`config.mk`:
```
export PLATFORM = sky130hd
export DESIGN_NAME = serial_adder_ctrl
export DESIGN_NICKNAME = d
export VERILOG_FILES = /design/src/rtl/serial_adder_pkg.sv /design/src/rtl/full_adder.sv /design/src/rtl/serial_adder_ctrl.sv
export SDC_FILE = /design/constraint.sdc
export NUM_CORES = 1
export LEC_CHECK = 0
export CORE_MARGIN = 2
export CORE_UTILIZATION = 56
export DETAILED_ROUTE_END_ITERATION = 8
export DONT_BUFFER_PORTS = 1
export HOLD_SLACK_MARGIN = 0.12
export PLACE_DENSITY_LB_ADDON = 0.15
export RECOVER_POWER = 50
export REMOVE_ABC_BUFFERS = 1
export SYNTH_ARGS = -nofsm -noshare
export SYNTH_HDL_FRONTEND = slang
export SYNTH_SLANG_ARGS = --single-unit
```
`constraint.sdc`:
```
create_clock -name clk -period 1.45 [get_ports clk]
set_input_delay 0.2175 -clock clk [delete_from_list [all_inputs] [get_ports clk]]
set_output_delay 0.2175 -clock clk [all_outputs]
set_load 0.005 [all_outputs]
```
`src/rtl/serial_adder_pkg.sv`:
```
// Shared types and constants for the bit-serial adder controller.
package serial_adder_pkg;

  localparam int DEFAULT_WIDTH = 8;

  typedef enum logic [1:0] {
    IDLE = 2'd0,
    RUN  = 2'd1,
    DONE = 2'd2
  } state_t;

endpackage

```
`src/rtl/full_adder.sv`:
```
// Single-bit full adder used as the per-bit datapath of the serial adder.
module full_adder (
  input  logic a,
  input  logic b,
  input  logic cin,
  output logic sum,
  output logic cout
);

  // Plain combinational sum and carry.
  always_comb begin
    sum  = a ^ b ^ cin;
    cout = (a & b) | (a & cin) | (b & cin);
  end

endmodule

```
`src/rtl/serial_adder_ctrl.sv`:
```
// Bit-serial addition controller: one full_adder reused over WIDTH cycles,
// operands consumed LSB first, registered result with a one-cycle done pulse.
// Optional macro SERIAL_ADDER_SUB_EN adds a 'sub' input selecting a - b.
module serial_adder_ctrl
  import serial_adder_pkg::*;
#(
  parameter int WIDTH = DEFAULT_WIDTH
) (
  input  logic             clk,
  input  logic             rst,
  input  logic             start,
  input  logic [WIDTH-1:0] a,
  input  logic [WIDTH-1:0] b,
  input  logic             cin,
`ifdef SERIAL_ADDER_SUB_EN
  input  logic             sub,
`endif
  output logic             busy,
  output logic             done,
  output logic [WIDTH-1:0] sum,
  output logic             cout
);

  localparam int CW = (WIDTH > 1) ? $clog2(WIDTH) : 1;
  localparam logic [CW-1:0] LAST = CW'(WIDTH - 1);

  state_t           state;
  state_t           state_nxt;
  logic [WIDTH-1:0] a_sr;
  logic [WIDTH-1:0] b_sr;
  logic [WIDTH-1:0] res_sr;
  logic             carry;
  logic [CW-1:0]    cnt;
  logic             accept;
  logic             last;
  logic [WIDTH-1:0] b_cap;
  logic             c_cap;
  logic             fa_sum;
  logic             fa_cout;

  // The single shared bit-slice adder.
  full_adder u_fa (
    .a    (a_sr[0]),
    .b    (b_sr[0]),
    .cin  (carry),
    .sum  (fa_sum),
    .cout (fa_cout)
  );

  // Operand B and initial carry as captured; subtraction uses a + ~b + 1.
  always_comb begin
    b_cap = b;
    c_cap = cin;
`ifdef SERIAL_ADDER_SUB_EN
    if (sub) begin
      b_cap = ~b;
      c_cap = 1'b1;
    end
`endif
  end

  // State register.
  always_ff @(posedge clk or posedge rst) begin
    if (rst) state <= IDLE;
    else     state <= state_nxt;
  end

  // Next-state logic and status decode.
  always_comb begin
    state_nxt = state;
    busy      = 1'b0;
    done      = 1'b0;
    accept    = 1'b0;
    last      = (cnt == LAST);
    unique case (state)
      IDLE: begin
        if (start) begin
          accept    = 1'b1;
          state_nxt = RUN;
        end
      end
      RUN: begin
        busy = 1'b1;
        if (last) state_nxt = DONE;
      end
      DONE: begin
        done = 1'b1;
        if (start) begin
          accept    = 1'b1;
          state_nxt = RUN;
        end else begin
          state_nxt = IDLE;
        end
      end
      default: state_nxt = IDLE;
    endcase
  end

  // Operand capture, per-bit shifting and result publication.
  always_ff @(posedge clk or posedge rst) begin
    if (rst) begin
      a_sr   <= '0;
      b_sr   <= '0;
      res_sr <= '0;
      carry  <= 1'b0;
      cnt    <= '0;
      sum    <= '0;
      cout   <= 1'b0;
    end else if (accept) begin
      a_sr  <= a;
      b_sr  <= b_cap;
      carry <= c_cap;
      cnt   <= '0;
    end else if (state == RUN) begin
      a_sr   <= a_sr >> 1;
      b_sr   <= b_sr >> 1;
      carry  <= fa_cout;
      res_sr <= {fa_sum, res_sr[WIDTH-1:1]};
      if (last) begin
        // Final bit lands directly in the published result.
        sum  <= {fa_sum, res_sr[WIDTH-1:1]};
        cout <= fa_cout;
      end else begin
        cnt <= cnt + 1'b1;
      end
    end
  end

endmodule

```
== Yosys cells after proc, flatten, opt, wreduce, memory -nomap -nowiden ==
Index checks and enable logic that the tools add are counted.

* Register bits after elaboration: 39
* Input bits: 20
* Logic and storage cells: 47

* Add/sub/neg operators: 1
* Equal/unequal tests: 6
* Mux-type cells: 17
* Bitwise gates (word level): 8
* Reduce and logical (&&, ||, !) cells: 7

{| class="wikitable"
|+ Operators with widths
! operator !! count
|-
| $mux W8 || 4
|-
| $mux W3 || 3
|-
| $mux W1 || 7
|-
| $ne A2 B2 Y1 const B || 3
|-
| $pmux W2 S3 || 1
|-
| $reduce_and A2 Y1 || 3
|-
| $mux W2 || 2
|-
| $add A3 B1 Y3 const B || 1
|-
| $and A1 B1 Y1 || 3
|-
| $eq A3 B3 Y1 const B || 1
|-
| $reduce_and A3 Y1 || 1
|-
| $eq A2 B1 Y1 const B || 1
|-
| $eq A2 B2 Y1 const B || 1
|-
| $logic_not A2 Y1 || 1
|-
| $or A1 B1 Y1 || 2
|-
| $reduce_bool A2 Y1 || 1
|-
| $reduce_or A2 Y1 || 1
|-
| $xor A1 B1 Y1 || 2
|-
| $not A1 Y1 || 1
|}

== Depth between registers and ports, before layout ==
Gate-level depths: netlist (run 1).

* Depth after elaboration: 5
* Gate-level depth with buffers: 5
* Gate-level depth less buffers: 5

== Cells and area by module ==
Synthesis (run 1) repeated with hierarchy kept, for this count alone.

* Cells, all modules: 159
* Area total of the unflattened synthesis: 1705.4 sq um

{| class="wikitable"
|+ Modules (own cells, without submodules)
! module !! instances !! cells an instance !! area an instance (sq um)
|-
| serial_adder_ctrl || 1 || 158 || 1685.4
|-
| full_adder || 1 || 1 || 20.0
|}

== Worst setup path after synthesis (run 1) ==
Ideal clock, no wire load.

* Path type: register to register
* Start point: register cnt[0]
* End point: register cnt[0]
* Arrival: 1.389 ns
* Data required time: 1.332 ns
* Setup slack: -0.057 ns
* Stages on the path, launching flop included: 6
* Path buffers: 0
* Cells stage by stage: dfrtp_1 > ha_1 > ha_1 > nor2_1 > xor2_1 > a21o_1

* Longest elaborated chain between the ends: 4
* Elaborated cells between the ends (all ways): 7
* Those cells by class: add/sub (1); eq/ne (2); mux (3); reduce/logical (1)

{| class="wikitable"
|+ Ends and longest elaborated chain
! item !! line !! RTL
|-
| start, declared || serial_adder_ctrl.sv:33 || <nowiki>logic [CW-1:0] cnt;</nowiki>
|-
| start signal, assigned || serial_adder_ctrl.sv:124 || <nowiki>cnt <= cnt + 1'b1;</nowiki>
|-
| $add A3 B1 Y3 || serial_adder_ctrl.sv:124 ||
|-
| $mux W3 || serial_adder_ctrl.sv:119 || <nowiki>if (last) begin</nowiki>
|-
| $mux W3 || serial_adder_ctrl.sv:114 || <nowiki>end else if (state == RUN) begin</nowiki>
|-
| $mux W3 || serial_adder_ctrl.sv:109 || <nowiki>end else if (accept) begin</nowiki>
|}

Several ways; a longest one is shown, not always the timed one. The select of a mux whose other input is x is not followed.
A chain may end at the register's enable or synchronous reset.

== Worst setup path in the final report (run 1) ==
* Start point: register cnt[0]
* End point: register cnt[2]

Same word-level chain as after synthesis.

==> results.json, run 1 <==
{
  "outcome": "finished, final reports clean",
  "drc": 0,
  "cts_sinks": 38,
  "rows": 20,
  "cp_max_fo": 5,
  "syn-cell-area_um2": 1790,
  "worstSetupPathType": "reg -> reg",
  "dr_wl_met3_um": 143,
  "drive_gt1_frac": 0.273,
  "dieArea_um2": 3670,
  "fin_worst_skew_ns": 0.0104,
  "worst_slew_pin_slew_ns": 0.903,
  "ys_warn_count": 0,
  "critPathArrivalTime_ns": 1.62,
  "first_pass_iters": 4,
  "fillerInstances": 236,
  "seq_area_um2": 951,
  "synth-seq-cells": 38,
  "cts_buffers": 5,
  "muxShareOfSynthArea": 0.0921,
  "rsz0062_at_grt": "false",
  "grt_pass1_wl_um": 5840,
  "synth_top_area_frac": 0.530,
  "min_path_cells": 2,
  "route.met2.wl_um": 1840,
  "cts_buffer_depth": 2,
  "synth_edf_count": 0,
  "synthTopCellsByArea": "dfrtp_1 53%, mux2_4 7.5%, nor3_2 6.7%",
  "synthArstFlopShare": 1.00,
  "post_synth_and_or_nand_nor_area_fraction": 0.220,
  "setup_violations": 0,
  "area_delta_synth_final_pct": 20.1,
  "worstSkewPairLatency_ns": 0.34,
  "synth_top_family_by_area": "simple AND/OR/NAND/NOR gates",
  "core_area_um2": 3050,
  "track_usage": 0.222,
  "antenna_found_initial": 0,
  "htree_num_levels": 2,
  "leakage_nw": 0.993,
  "dp_hpwl_um": 2190,
  "p_seq_frac": 0.435,
  "synth_xor_area_frac": 0.00488,
  "synth_most_common_cell": "dfrtp_1",
  "antenna_cells": 0,
  "grt_max_degree": 39,
  "hold_ws_ns": 0.119,
  "vias": 1251,
  "post-route-util": 0.706,
  "vias_per_cell": 5.42,
  "ioPinCount": 31,
  "die_y_um": 60.6,
  "post-place-ws_ns": -0.0607,
  "top_layer": "met4",
  "hold_path.class": "in -> reg",
  "start_kind": "flip-flop",
  "finalHoldViolCount": 0,
  "multi_input_area_um2": 778,
  "critPathRequiredTime_ns": 1.70,
  "synthDistinctLibCells": 29,
  "drtIter0Drc": 66,
  "worstSetupEndpointType": "flip-flop",
  "synthAdderAreaFrac": 0.0251,
  "routed_wl_um": 3560,
  "finalWeightedCongestion": 0.722,
  "tritoncts": "done",
  "finalInstanceArea_um2": 2150,
  "layout_min_cycle_time_ns": 1.37,
  "cp_slowest_cell": "dfrtp_1",
  "ir_drop_mv": 1.23,
  "fin_ws_ns": 0.0786,
  "p_comb_frac": 0.434,
  "root_buffer": "clkbuf_4",
  "wl_met1_um": 1550,
  "avgSynthCellArea_um2": 11.5,
  "grt_pass1_vias": 1253,
  "synth_commonest_cells": "38 x dfrtp_1, 29 x nand2_1, 14 x nor2_1",
  "pwr-share-clk": 0.131,
  "drt-wirelength-per-cell_um": 15.4,
  "synthCells": 156,
  "antenna_left": 0,
  "clkTransAtPathRegs_ns": 0.11,
  "dpl_cell_area_um2": 1840,
  "synth_compound_area_frac": 0.0788,
  "relSlewSlack": 0.398,
  "max_freq_mhz": 729,
  "synth_top_flop_cell": "dfrtp_1",
  "fp.dieW_um": 60.6,
  "portBuffers": 0,
  "r2r_cells": 6,
  "synth_top_area_cell": "dfrtp_1",
  "drv_slew": 0,
  "grt_overflow": 0,
  "maxCapViolations": 0,
  "power.switching_mw": 1.65,
  "p_per_area_nw_per_um2": 2050,
  "start_util": 0.588,
  "path_cells": "ha_2, ha_4, nor2_4, buf_4, nand3_1, o211ai_1",
  "p_int_mw": 2.76,
  "cpPeakStageDelay_ns": 0.41,
  "yosysSeqAreaShare": 0.530,
  "switching_share": 0.374,
  "nets": 209,
  "period_share": 0.946
}
sequential cells by signal (all words and copies together) (netlist names):
| signal | count |
|---|---|
| carry | 1 |
| state | 2 |
| cnt | 3 |
| res_sr | 7 |
| b_sr | 8 |
| sum | 8 |
| a_sr | 8 |
| cout | 1 |
worst max-delay path, delay by kind of cell (launching register included):
family / cells / cell delay [ns]
flops: 1 / 0.41
fa+ha+maj: 2 / 0.40
simple gates: 2 / 0.22
buf+inv: 1 / 0.15
compound gates: 1 / 0.12
routing by layer:
layer	vias up	GRT usage
met5	-	0
met3	4	0.0746
met1	622	0.287
li1	594	-
met2	31	0.355
met4	0	0.0714
what timing repair did:
item | 4_1_cts | 5_1_grt
pin swaps | 0 | 1
hold buffers | 18 | 0
gates resized for setup | 5 | 4
buffers inserted | 0 | 6
endpoints found under the setup margin | 5 | 3
endpoints found under the hold margin | 58 | 0
power groups by stage:
stage | clock network (mW) | registers, mW | logic (mW)
after floorplan | 0 | 1.88 | 1.24
after global placement | 0 | 1.89 | 1.59
after detailed placement | 0 | 1.93 | 1.68
after CTS | 0.585 | 1.91 | 1.76
after global routing | 0.652 | 1.98 | 2.13
final | 0.577 | 1.92 | 1.91
worst paths after layout:
check,from,to,slack (ns)
setup / recovery,cnt[0]$_DFFE_PP0P_,cnt[2]$_DFFE_PP0P_,0.08
hold / removal,start,b_sr[7]$_DFFE_PP0P_,0.12
setup reg to reg,cnt[0]$_DFFE_PP0P_,cnt[2]$_DFFE_PP0P_,0.08
hold reg to reg,res_sr[1]$_DFFE_PP0P_,res_sr[1]$_DFFE_PP0P_,0.50
max in group asynchronous,rst,cnt[1]$_DFFE_PP0P_,0.30
min in group asynchronous,rst,res_sr[2]$_DFFE_PP0P_,0.58
layout make-up:
type | count | area share
Inverter | 3 | 0.0110
Tap cell | 44 | 0.0256
Clock inverter | 1 | 0.00232
Multi-Input combinational cell | 106 | 0.361
Sequential cell | 38 | 0.441
Timing Repair Buffer | 32 | 0.133
Clock buffer | 7 | 0.0256
kinds of logic after synthesis:
kind of cell    Yosys count
xor+xnor                  1
simple gates             68
flops                    38
compound gates           22
fa+ha+maj                 3
buf+inv                  12
mux                      12
layout by cell type, fill, tap and decap left out, drive strengths merged:
| master | count |
|---|---|
| buf | 13 |
| nand3 | 5 |
| nor2 | 14 |
| nor2b | 3 |
| a21o | 1 |
| clkinv | 2 |
| a211oi | 1 |
| mux2 | 9 |
| fa | 1 |
| nand3b | 1 |
| xor2 | 1 |
| nand2b | 2 |
| ha | 2 |
| o211ai | 2 |
| o21ai | 3 |
| dlygate4sd3 | 18 |
| a22oi | 1 |
| a21oi | 1 |
| nor3b | 1 |
| a31o | 1 |
| nand2 | 30 |
| clkbuf | 8 |
| mux2i | 3 |
| inv | 2 |
| nor3 | 12 |
| dfrtp | 38 |
| o22ai | 12 |
per-stage QoR:
stage / power, mW / std cells / TNS [ns]
after floorplan: 3.12 / 147 / -2.22
after global placement: 3.49 / 199 / 0
after detailed placement: 3.61 / 199 / -0.0991
after CTS: 4.26 / 225 / 0
after global routing: 4.76 / 231 / 0
final: 4.41 / 231 / 0
Note: power is estimated with default switching activity, not from simulation.
==> run 2: changes to the inputs <==
--- a/config.mk
+++ b/config.mk
@@ -5,8 +5,10 @@
 export SDC_FILE = /design/constraint.sdc
 export NUM_CORES = 1
 export LEC_CHECK = 0
+export ABC_AREA = 1
 export CORE_MARGIN = 2
-export CORE_UTILIZATION = 56
+export CORE_UTILIZATION = 55
+export CTS_CLUSTER_SIZE = 30
 export DETAILED_ROUTE_END_ITERATION = 8
 export DONT_BUFFER_PORTS = 1
 export HOLD_SLACK_MARGIN = 0.12
@@ -15,4 +17,5 @@
 export REMOVE_ABC_BUFFERS = 1
 export SYNTH_ARGS = -nofsm -noshare
 export SYNTH_HDL_FRONTEND = slang
+export SYNTH_HIERARCHICAL = 1
 export SYNTH_SLANG_ARGS = --single-unit
==> results.json, run 2 <==
{
  "drc": 0,
  "portBuffers": 0,
  "synth_edf_count": 0,
  "setup_violations": 0,
  "drtIter0Drc": 56,
  "p_per_area_nw_per_um2": 1940,
  "cts_sinks": 38,
  "track_usage": 0.225,
  "antenna_found_initial": 0,
  "root_buffer": "clkbuf_4",
  "fin_worst_skew_ns": 0.00831,
  "grt_max_degree": 39,
  "ioPinCount": 31,
  "dieArea_um2": 3710,
  "synthTopCellsByArea": "dfrtp_1 53%, nand2_1 18%, inv_1 7.4%",
  "synthCells": 218,
  "synth-seq-cells": 38,
  "fin_cells": 283,
  "period_share": 0.935,
  "hold_ws_ns": 0.137,
  "max_freq_mhz": 738,
  "drv_slew": 0,
  "fin_setup_tns_ns": 0,
  "maxCapViolations": 0,
  "antenna_left": 0,
  "fillerInstances": 261,
  "post-route-util": 0.672,
  "core_area_um2": 3080,
  "top_regs": "a_sr x8, b_sr x8, sum x8",
  "worstSetupPathType": "reg -> out",
  "dp_cells": 261,
  "min_path_cells": 4,
  "htree_num_levels": 2,
  "r2r_cells": 6,
  "layout_commonest_cell": "nand2_1",
  "vias": 1410,
  "synth_top_area_cell": "dfrtp_1",
  "synth_top_area_frac": 0.533,
  "layout_min_cycle_time_ns": 1.36,
  "synth_most_common_cell": "nand2_1",
  "die_y_um": 60.9,
  "grt_pass1_vias": 1423,
  "start_kind": "flip-flop",
  "synthDistinctLibCells": 19,
  "worst_slew_pin_slew_ns": 0.913,
  "yosysSeqAreaShare": 0.533,
  "antenna_cells": 0,
  "drive_gt1_frac": 0.121,
  "outcome": "finished, final reports clean",
  "clkTransAtPathRegs_ns": 0.10,
  "path_cells": "inv_2, nor2_4",
  "worstSkewPairLatency_ns": 0.34,
  "drt-wirelength-per-cell_um": 12.4,
  "worstSetupEndpointType": "output pin",
  "rows": 20,
  "rrSetupSlack_ns": 0.12,
  "rsz0062_at_grt": "false",
  "routed_wl_um": 3510,
  "nets": 263,
  "finalHoldViolCount": 0,
  "leakage_nw": 1.14,
  "cts_buffer_depth": 2,
  "cp_slowest_cell": "dfrtp_1",
  "vias_per_cell": 4.98,
  "cp_max_fo": 9,
  "final_cell_mix": "86 x nand2_1, 38 x dfrtp_1, 34 x inv_1",
  "fp.dieW_um": 60.9,
  "syn-cell-area_um2": 1780,
  "synth_top_flop_cell": "dfrtp_1",
  "finalWeightedCongestion": 0.788,
  "grt_pass1_wl_um": 6000,
  "critPathArrivalTime_ns": 1.14,
  "cts_buffers": 5,
  "critPathRequiredTime_ns": 1.23,
  "avgSynthCellArea_um2": 8.18,
  "tritoncts": "done",
  "cpPeakStageDelay_ns": 0.49,
  "grt_overflow": 0,
  "ir_drop_mv": 0.995,
  "ys_warn_count": 6,
  "dp_hpwl_um": 2330,
  "start_util": 0.579,
  "hold_path.class": "in -> reg",
  "relSlewSlack": 0.391,
  "first_pass_iters": 4,
  "area_delta_synth_final_pct": 16.1,
  "synth_commonest_cells": "86 x nand2_1, 38 x dfrtp_1, 35 x inv_1",
  "synthArstFlopShare": 1.00
}
## run 2: path summary, 6_finish.rpt
check                                startpoint                  end
setup reg to reg           state[0]$_DFFE_PP0P_    carry$_DFFE_PP0P_
min in group asynchronous                   rst  a_sr[7]$_DFFE_PP0P_
hold reg to reg             b_sr[3]$_DFFE_PP0P_  b_sr[3]$_DFFE_PP0P_
hold / removal                             b[1]  b_sr[1]$_DFFE_PP0P_
max in group asynchronous                   rst   sum[6]$_DFFE_PP0P_
setup / recovery           state[0]$_DFFE_PP0P_                 busy
## run 2: layer usage
metal	vias to the layer above	track usage	routed length [um]
li1	698	-	-
met1	659	0.247	1410
met2	43	0.399	1840
met3	10	0.0704	189
met4	0	0.0963	80
met5	-	0	0
## run 2: cells by family after synthesis
kind of cell,count (synthesis),share of synthesized area
fa+ha+maj,3,0.0253
flops,38,0.533
buf+inv,44,0.105
compound gates,15,0.0568
simple gates,118,0.280
## run 2: per-stage QoR
stage	setup slack [ns]	cell area [um2]	power, mW
6_report	0.0943	2070	4.02
3_5_place_dp	0.116	1850	3.44
4_1_cts	0.0167	2050	4.02
5_1_grt	0.0102	2070	4.43
3_3_place_gp	0.132	1850	3.36
2_1_floorplan	0.108	1740	2.99
## run 2: worst max-delay path, delay by kind of cell (launching register included)
family                 cells  cell delay (ns)
buffers and inverters      1             0.16
and+or+nand+nor            1             0.15
DFF                        1             0.49
## run 2: report_power, final
part | internal, mW | total, mW | switching, mW
Clock | 0.219 | 0.534 | 0.316
Combinational | 0.619 | 1.64 | 1.02
Sequential | 1.54 | 1.85 | 0.310
## run 2: what timing repair did
item	in CTS	in global routing
gates resized for setup	0	4
hold endpoints to repair	55	1
cloned	0	0
endpoints found under the setup margin	1	6
setup buffers	1	0
hold buffers	14	1
## run 2: area by class of cell
type | instances | area [um2] | share of cell area
tap | 44 | 55.1 | 0.0266
sequential | 38 | 951 | 0.459
inverter | 37 | 141 | 0.0683
timing repair buffer | 22 | 213 | 0.103
multi-input combinational | 136 | 658 | 0.318
clock buffer | 6 | 51.3 | 0.0248
